<file path="config.mk">
export PLATFORM = sky130hd
export DESIGN_NAME = float_mul_arbiter_flat
export DESIGN_NICKNAME = d
export VERILOG_FILES = /design/src/rtl/float_mul_arbiter_if.sv /design/src/rtl/float_mul_arbiter.sv /design/src/flat_wrapper.sv
export SDC_FILE = /design/constraint.sdc
export NUM_CORES = 1
export LEC_CHECK = 0
export ABC_AREA = 1
export CORE_AREA = 8 8 149 151
export DETAILED_ROUTE_END_ITERATION = 8
export DIE_AREA = 0 0 157 159
export PLACE_DENSITY = 0.73
export SYNTH_ARGS = -nofsm -noshare
export SYNTH_HDL_FRONTEND = slang
export SYNTH_SLANG_ARGS = --single-unit
</file>
<file path="constraint.sdc">
create_clock -name clk -period 3.45 [get_ports clk]
set_input_delay 0.8625 -clock clk [delete_from_list [all_inputs] [get_ports clk]]
set_output_delay 0.8625 -clock clk [all_outputs]
set_load 0.01 [all_outputs]
</file>
<file path="src/rtl/float_mul_arbiter_if.sv">
// Bundle of requester, multiplier and response signals around float_mul_arbiter.
// The slave modport is the arbiter's view; the master modport is the surrounding system's view.
interface float_mul_arbiter_if #(
  parameter int NUM_REQ = 4,
  parameter int ID_W    = 2
);
  logic [NUM_REQ-1:0]    req_valid;
  logic [NUM_REQ-1:0]    req_ready;
  logic [NUM_REQ*32-1:0] req_a;
  logic [NUM_REQ*32-1:0] req_b;
  logic [31:0]           mul_a;
  logic [31:0]           mul_b;
  logic                  mul_clr;
  logic [31:0]           mul_z;
  logic                  resp_valid;
  logic                  resp_ready;
  logic [31:0]           resp_z;
  logic [ID_W-1:0]       resp_id;

  modport slave (
    input  req_valid, req_a, req_b, mul_z, resp_ready,
    output req_ready, mul_a, mul_b, mul_clr, resp_valid, resp_z, resp_id
  );

  modport master (
    output req_valid, req_a, req_b, mul_z, resp_ready,
    input  req_ready, mul_a, mul_b, mul_clr, resp_valid, resp_z, resp_id
  );
endinterface

</file>
<file path="src/rtl/float_mul_arbiter.sv">
// Round-robin arbiter sharing one sequenced float multiplier among NUM_REQ requesters.
// Handshakes: a transfer happens on a rising edge where valid and ready are both high; valid never waits on ready.
module float_mul_arbiter #(
  parameter int NUM_REQ     = 4,
  parameter int ID_W        = 2,
  parameter int MUL_LATENCY = 8,
  parameter int CNT_W       = 4
) (
  input  logic                  clk,
  input  logic                  rst,
  float_mul_arbiter_if.slave    bus,
  output logic                  busy,
  output logic [1:0]            dbg_state
);

  typedef enum logic [1:0] {
    IDLE  = 2'd0,
    ISSUE = 2'd1,
    WAIT  = 2'd2,
    RESP  = 2'd3
  } state_e;

  state_e            state_q, state_d;
  logic [ID_W-1:0]   last_q, last_d;
  logic [CNT_W-1:0]  cnt_q, cnt_d;
  logic [31:0]       mul_a_q, mul_a_d;
  logic [31:0]       mul_b_q, mul_b_d;
  logic              mul_clr_q, mul_clr_d;
  logic              resp_valid_q, resp_valid_d;
  logic [31:0]       resp_z_q, resp_z_d;
  logic [ID_W-1:0]   resp_id_q, resp_id_d;

  logic              win_found;
  logic [ID_W-1:0]   win_idx;
  logic [NUM_REQ-1:0] req_ready_d;
  int                pick;

  // Search starts just after the last winner so it has lowest priority next time.
  always_comb begin
    win_found = 1'b0;
    win_idx   = '0;
    pick      = 0;
    for (int k = 1; k <= NUM_REQ; k++) begin
      pick = int'(last_q) + k;
      if (pick >= NUM_REQ) pick = pick - NUM_REQ;
      if (!win_found && bus.req_valid[pick]) begin
        win_found = 1'b1;
        win_idx   = ID_W'(pick);
      end
    end
  end

  always_comb begin
    state_d      = state_q;
    last_d       = last_q;
    cnt_d        = cnt_q;
    mul_a_d      = mul_a_q;
    mul_b_d      = mul_b_q;
    mul_clr_d    = mul_clr_q;
    resp_valid_d = resp_valid_q;
    resp_z_d     = resp_z_q;
    resp_id_d    = resp_id_q;
    req_ready_d  = '0;

    case (state_q)
      IDLE: begin
        mul_clr_d = 1'b1;
        if (win_found) begin
          req_ready_d[win_idx] = 1'b1;
          mul_a_d   = bus.req_a[32*int'(win_idx) +: 32];
          mul_b_d   = bus.req_b[32*int'(win_idx) +: 32];
          resp_id_d = win_idx;
          last_d    = win_idx;
          state_d   = ISSUE;
        end
      end
      ISSUE: begin
        cnt_d     = '0;
        mul_clr_d = 1'b0;
        state_d   = WAIT;
      end
      WAIT: begin
        // Counter value k means the multiplier has been running k+1 cycles.
        if (cnt_q == CNT_W'(MUL_LATENCY-1)) begin
          resp_z_d     = bus.mul_z;
          resp_valid_d = 1'b1;
          mul_clr_d    = 1'b1;
          state_d      = RESP;
        end else begin
          cnt_d = cnt_q + 1'b1;
        end
      end
      RESP: begin
        if (bus.resp_ready) begin
          resp_valid_d = 1'b0;
          state_d      = IDLE;
        end
      end
      default: state_d = IDLE;
    endcase
  end

  always_ff @(posedge clk or negedge rst) begin
    if (!rst) begin
      state_q      <= IDLE;
      last_q       <= ID_W'(NUM_REQ-1);
      cnt_q        <= '0;
      mul_a_q      <= '0;
      mul_b_q      <= '0;
      mul_clr_q    <= 1'b1;
      resp_valid_q <= 1'b0;
      resp_z_q     <= '0;
      resp_id_q    <= '0;
    end else begin
      state_q      <= state_d;
      last_q       <= last_d;
      cnt_q        <= cnt_d;
      mul_a_q      <= mul_a_d;
      mul_b_q      <= mul_b_d;
      mul_clr_q    <= mul_clr_d;
      resp_valid_q <= resp_valid_d;
      resp_z_q     <= resp_z_d;
      resp_id_q    <= resp_id_d;
    end
  end

  assign bus.req_ready  = req_ready_d;
  assign bus.mul_a      = mul_a_q;
  assign bus.mul_b      = mul_b_q;
  assign bus.mul_clr    = mul_clr_q;
  assign bus.resp_valid = resp_valid_q;
  assign bus.resp_z     = resp_z_q;
  assign bus.resp_id    = resp_id_q;
  assign busy           = (state_q != IDLE);
  assign dbg_state      = state_q;

endmodule

</file>
<file path="src/flat_wrapper.sv">
// flat-port wrapper written by rule: the top's interface ports become plain ports
module float_mul_arbiter_flat 
#(
  parameter int NUM_REQ     = 4,
  parameter int ID_W        = 2,
  parameter int MUL_LATENCY = 8,
  parameter int CNT_W       = 4
)
  (clk, rst, busy, dbg_state, bus_req_valid, bus_req_a, bus_req_b, bus_mul_z, bus_resp_ready, bus_req_ready, bus_mul_a, bus_mul_b, bus_mul_clr, bus_resp_valid, bus_resp_z, bus_resp_id);
  float_mul_arbiter_if #(.NUM_REQ(NUM_REQ), .ID_W(ID_W)) bus_i ();
  input  logic clk;
  input  logic rst;
  output logic busy;
  output logic [1:0] dbg_state;
  input wire logic [$bits(bus_i.req_valid)-1:0] bus_req_valid;
  input wire logic [$bits(bus_i.req_a)-1:0] bus_req_a;
  input wire logic [$bits(bus_i.req_b)-1:0] bus_req_b;
  input wire logic [$bits(bus_i.mul_z)-1:0] bus_mul_z;
  input wire logic [$bits(bus_i.resp_ready)-1:0] bus_resp_ready;
  output wire logic [$bits(bus_i.req_ready)-1:0] bus_req_ready;
  output wire logic [$bits(bus_i.mul_a)-1:0] bus_mul_a;
  output wire logic [$bits(bus_i.mul_b)-1:0] bus_mul_b;
  output wire logic [$bits(bus_i.mul_clr)-1:0] bus_mul_clr;
  output wire logic [$bits(bus_i.resp_valid)-1:0] bus_resp_valid;
  output wire logic [$bits(bus_i.resp_z)-1:0] bus_resp_z;
  output wire logic [$bits(bus_i.resp_id)-1:0] bus_resp_id;
  assign bus_i.req_valid = bus_req_valid;
  assign bus_i.req_a = bus_req_a;
  assign bus_i.req_b = bus_req_b;
  assign bus_i.mul_z = bus_mul_z;
  assign bus_i.resp_ready = bus_resp_ready;
  assign bus_req_ready = bus_i.req_ready;
  assign bus_mul_a = bus_i.mul_a;
  assign bus_mul_b = bus_i.mul_b;
  assign bus_mul_clr = bus_i.mul_clr;
  assign bus_resp_valid = bus_i.resp_valid;
  assign bus_resp_z = bus_i.resp_z;
  assign bus_resp_id = bus_i.resp_id;
  float_mul_arbiter #(.NUM_REQ(NUM_REQ), .ID_W(ID_W), .MUL_LATENCY(MUL_LATENCY), .CNT_W(CNT_W)) u_core (.clk(clk), .rst(rst), .bus(bus_i), .busy(busy), .dbg_state(dbg_state));
endmodule
</file>
# Yosys cells after proc, flatten, opt, wreduce, memory -nomap -nowiden
# Cells that the tools add are included.
# word_totals
output_inout_bits	107
input_bits	295
regBits	108
# op_classes
eq_ne	8
addsub	9
n_shift	2
mux	38
n_reduce_logical	18
magnitude_cmp	10
# op_table
op	count
variable part select 128 x 8 -> 32 bit	2
greater-or-equal comparator 32 x 4 -> 1 bit, second input constant	4
less-than comparator 32 x 4 -> 1 bit, second input constant	4
two-way mux 32 bit	4
subtractor 32 x 4 -> 32 bit, second input constant	4
two-way mux 1 bit	15
two-way mux 2 bit	7
two-way mux 4 bit	3
binary-select mux 1 bit (select 2 bit)	4
one-hot mux 2 bit (4 select lines)	1
one-hot mux 4 bit (2 select lines)	1
AND reduction 2 bit	4
adder 2 x 2 -> 3 bit, second input constant	2
AND reduction 3 bit	2
nonzero test 2 bit	3
adder 2 x 3 -> 4 bit, second input constant	1
adder 4 x 1 -> 4 bit, second input constant	1
== test 2 bit, second input constant	2
== test 4 x 3 -> 1 bit, second input constant	1
logical AND 1 bit	4
inequality test 2 x 1 -> 1 bit, second input constant	2
inequality test 2 bit, second input constant	2
adder 2 x 1 -> 3 bit, second input constant	1
logical NOT 1 bit	3
8 further kinds	8

# Depth between registers and ports, before layout
# depth
ltp_word	22
depth_mapped	16
mapped_depth_nobuf	13

# Worst setup path before layout
# Ideal clock, no wire load.
# synth_timing
kind	input to output
start	in bus_req_valid[0]
end	out bus_req_ready[0]
cell_stages	11
slack_ns	0.575
arrival_time_ns	2.013
n_path_buf	2
cell_sequence	nand2_1 nand2_1 nand2_1 nand2_1 nor2_1 nand2_1 nand2_1 nand2_2 buf_6 buf_6 nor3_1
# synth_between
elab_chain_cells	19
# synth_rtl
item	line_no	rtl
from (decl)	flat_wrapper.sv:15	input wire logic [$bits(bus_i.req_valid)-1:0] bus_req_valid;
binary-select mux 1 bit (select 2 bit)	float_mul_arbiter.sv:46	if (!win_found && bus.req_valid[pick]) begin
two-way mux 1 bit (not written as such) (2 in a row)	float_mul_arbiter.sv:46	
two-way mux 1 bit	float_mul_arbiter.sv:46	
logical NOT 1 bit	float_mul_arbiter.sv:46	
logical AND 1 bit	float_mul_arbiter.sv:46	
two-way mux 1 bit	float_mul_arbiter.sv:46	
logical NOT 1 bit	float_mul_arbiter.sv:46	
logical AND 1 bit	float_mul_arbiter.sv:46	
(+2 left out)	-	
logical AND 1 bit	float_mul_arbiter.sv:46	
two-way mux 2 bit	float_mul_arbiter.sv:46	
less-than comparator 2 x 3 -> 1 bit (not written as such) or greater-or-equal comparator 2 x 1 -> 1 bit (tied branches)	float_mul_arbiter.sv:69	req_ready_d[win_idx] = 1'b1;
logical AND 1 bit (not written as such)	float_mul_arbiter.sv:69	
two-way mux 1 bit (not written as such)	float_mul_arbiter.sv:69	
demux 1 bit (select 2 bit)	-	
two-way mux 4 bit (*)	float_mul_arbiter.sv:68	if (win_found) begin
two-way mux 4 bit (*)	float_mul_arbiter.sv:65	case (state_q)
to (decl)	flat_wrapper.sv:20	output wire logic [$bits(bus_i.req_ready)-1:0] bus_req_ready;
# Every way passes the cells marked *; elsewhere a longest branch is shown, timed or not. The select of a mux whose other input is x is not followed.

# Final worst setup path
# layout_timing
start	in bus_req_valid[3]
end	out bus_req_ready[0]
# Same word-level chain as after synthesis.

==> metrics.md <==
| Metric | Value |
|---|---|
| Clock transition at path regs | `0.07 ns` |
| Worst vdd ir | `0.611 mV` |
| First-pass GRT wire length | `45400 um` |
| Buf+Inv Stages, Crit Path | `2` |
| Netlist Area Pre-Place | `6680 sq um` |
| Worst skew pair latency | `0.36 ns` |
| WL per Instance | `17.8 um` |
| Post-route ant nets | `0` |
| Worst slew pin tran | `1.01 ns` |
| Hold depth | `2` |
| Period minus WS final | `3.34 ns` |
| Instance count on the critical path | `11` |
| Final WS setup | `0.111 ns` |
| Crit-path leading delay family | `simple AND/OR/NAND/NOR gates` |
| FILL cells | `1899` |
| Nets | `1682` |
| Pwr dens | `896 nW/um^2` |
| CP Max Fanout | `4` |
| Via/cell ratio | `4.84` |
| Setup bufs post-CTS | `0` |
| Share of cells above drive strength 1 | `4.62%` |
| Core Rows | `52` |
| Die Height | `159 um` |
| CP Class | `in -> out` |
| Final hold violation count | `0` |
| Worst Hold Class | `reg -> reg` |
| Mapped Cells | `1018` |
| Initial drt markers | `690` |
| Max-slew violation count | `0` |
| Yosys cell types | `30` |
| LEAKAGE | `5.29 nW` |
| Initial antenna violation count | `6` |
| Root Buffer | `clkbuf_16` |
| First-pass iteration count of the detailed router | `5` |
| Die area | `25000 sq um` |
| Setup TNS | `0 ns` |
| Multi-input combinational cell area | `3520 sq um` |
| Vias | `8039` |
| Input/output buffers | `401` |
| Post-synth top flop | `dfrtp_1` |
| RSZ-0062 raised after global routing | `no` |
| Final Setup Violations | `0` |
| Register area share after synthesis | `40.5%` |
| Placement Setup Slack | `-0.273 ns` |
| Vias in the first global route | `7983` |
| Worst path cell trace | `clkdlybuf4s50_1 > nand2_1 > nand2_1 > nand2_1 > nand2_2 > nor2_2 > nand2_1 > nand2_4 > nand2_4 > nor3_1 > clkbuf_2` |
| Area occupied by registers | `2710 sq um` |
| Crit. End Element | `output pin` |
| Slowest CP cell | `clkdlybuf4s50_1` |
| Residual DRC | `0` |
| Detailed placement HPWL | `22300 um` |
| Total Routing Usage GR | `23.1%` |
| Syn avg cell area | `6.56 sq um` |
| Critical path required time | `2.59 ns` |
| Cts hold-fix bufs | `0` |
| Fraction of registers with async set/reset | `100%` |
| Most numerous cell in the Yosys netlist | `nand2_1` |
| Maxcap violations | `0` |
| CP Data Arrival Time | `2.48 ns` |
| Cts bufs inserted | `9` |
| Area leader, netlist | `dfrtp_1` |
| Worst Reg-to-Reg Cells | `14` |
| CP peak stage delay | `0.43 ns` |
| Clk sink count | `108` |
| Htree depth | `3` |
| Pin count of the biggest net entering global routing | `78` |
| Global route total overflow | `0` |
| Final wirelength | `29500 um` |
| Top post-synthesis cells by area | `dfrtp_1 39%, nand2_1 33%, nand3_1 15%, buf_2 2.5%, buf_6 1.7%` |
| Yosys reg bits | `108` |
| Post-synth top cells | `582 x nand2_1, 197 x nand3_1, 105 x dfrtp_1, 34 x buf_2` |
| Area Overhead vs Synth | `66.5%` |
| CTS max path bufs | `2` |
| CTS tree | `built` |
| Clk_skew | `0.0152 ns` |
| Synth top area share | `39.3%` |
| Net Count, Synth | `1319` |
| Post-synth EDFFs | `0` |
| Outcome | `finished, final reports clean` |
| CP startpoint kind | `input pin` |
| Initial core utilization | `33.7%` |
| Total number of yosys warnings | `0` |
| I/O Pins | `402` |
| Max-slew headroom | `32.3%` |
| Most frequent CP cell | `nand2_1` |
| Fmax | `300 MHz` |
| CORE AREA | `19800 sq um` |
| RD Place Congestion | `0.890` |
| Fin crit share | `96.8%` |
| Die span in x | `157 um` |
state kept, by name, summed over array words and instances, names as in the netlist:
name,count
u_core.cnt_q,4
u_core.bus.mul_a,32
u_core.bus.resp_valid,1
u_core.bus.mul_clr,1
u_core.last_q,2
u_core.bus.mul_b,32
u_core.bus.resp_z,32
u_core.dbg_state,2
u_core.bus.resp_id,2
layout by cell type, fill, tap and decap left out, types with 2 or more instances in the layout:
cell | Yosys | layout
inv_6 | 0 | 2
dfstp_2 | 3 | 3
nor2_2 | 1 | 3
diode_2 | 0 | 4
nor3_1 | 2 | 2
inv_1 | 10 | 10
o21ai_0 | 4 | 4
clkdlybuf4s50_1 | 0 | 396
nand3_1 | 197 | 197
buf_4 | 12 | 17
clkbuf_2 | 0 | 4
buf_12 | 0 | 3
inv_4 | 2 | 2
nor2_1 | 12 | 10
nand4_1 | 2 | 2
nand2_1 | 582 | 578
nand2_4 | 0 | 3
nand2_2 | 3 | 4
dfrtp_1 | 105 | 105
a21oi_1 | 8 | 8
clkbuf_16 | 0 | 9
inv_2 | 3 | 3
ha_1 | 6 | 6
power breakdown:
| part | switching (W) | internal, W | leakage (nW) |
|---|---|---|---|
| Combinational | 0.00391 | 0.00271 | 3.87 |
| Clock | 0.000523 | 0.000576 | 0.149 |
| Sequential | 0.000366 | 0.00188 | 1.27 |
| Total | 0.00480 | 0.00516 | 5.29 |
worst register-to-register path, cell delays in order, from the launching register on:
cell     delay [ns]
dfstp_2        0.68
inv_4          0.09
nand2_1        0.07
nand2_1        0.10
nand2_1        0.13
nand2_2        0.09
nor2_2         0.13
nand2_1        0.09
nand2_4        0.09
buf_4          0.12
buf_4          0.58
nand3_1        0.32
nand2_1        0.14
nand2_1        0.06
nand3_1        0.07
cells by family (layout without fill, tap and decap cells):
kind of cell	count (synthesis)	count (layout)	share of synthesized area, %
flip-flops	108	108	40.5
adder cells (fa/ha/maj)	6	6	1.12
buffers and inverters	83	451	7.23
AO/OA/AOI/OAI	18	18	1.61
AND/OR/NAND/NOR	803	803	49.5
other	0	4	0
routing by layer:
metal | wire length (um) | part of all wire, % | vias up | global-route usage (%)
met5 | 27 | 0.092 | - | 0
met1 | 11400 | 39 | 3666 | 27.4
met3 | 3020 | 10 | 51 | 7.41
met4 | 913 | 3.1 | 4 | 8.48
met2 | 14100 | 48 | 364 | 38.1
li1 | - | - | 3954 | -
cell type report:
type / instances / share of cell area, %
clock buffers: 9 / 2.02
multi-input cells: 827 / 31.7
clock inverters: 7 / 0.765
repair buffers: 420 / 37.5
inverters: 15 / 0.551
diodes: 4 / 0.0900
well taps: 270 / 3.04
flip-flops and latches: 108 / 24.3
path summary, 6_finish.rpt:
check | start | to | slack, ns
worst max-delay path | bus_req_valid[3] | bus_req_ready[0] | 0.11
worst min-delay path | u_core.bus.resp_z[5] | u_core.bus.resp_z[5] | 0.47
worst max register to register | u_core.last_q[0] | u_core.bus.mul_b[25] | 0.64
worst min register to register | u_core.bus.resp_z[5] | u_core.bus.resp_z[5] | 0.47
max in group asynchronous | rst | u_core.bus.mul_clr | 2.14
min in group asynchronous | rst | u_core.bus.resp_z[15] | 0.50
through the flow:
| stage | area, sq um | instances | util [%] | hold WS (ns) | total power, W |
|---|---|---|---|---|---|
| 5_1_grt | 11100 | 1660 | 56.0 | 0.491 | 0.0109 |
| 3_5_place_dp | 10800 | 1640 | 54.5 | 0.457 | 0.00886 |
| 3_3_place_gp | 10800 | 1640 | 54.5 | 0.454 | 0.00878 |
| 4_1_cts | 11100 | 1656 | 56.0 | 0.476 | 0.0100 |
| 2_1_floorplan | 6680 | 1018 | - | 0.471 | 0.00649 |
| 6_report | 11100 | 1660 | 56.0 | 0.472 | 0.00996 |
repair_timing:
| action | in CTS | in global routing |
|---|---|---|
| pin swaps | 0 | 1 |
| setup endpoints to repair | 4 | 4 |
| gates resized for setup | 6 | 11 |
Note: power is estimated with default switching activity, not from simulation.
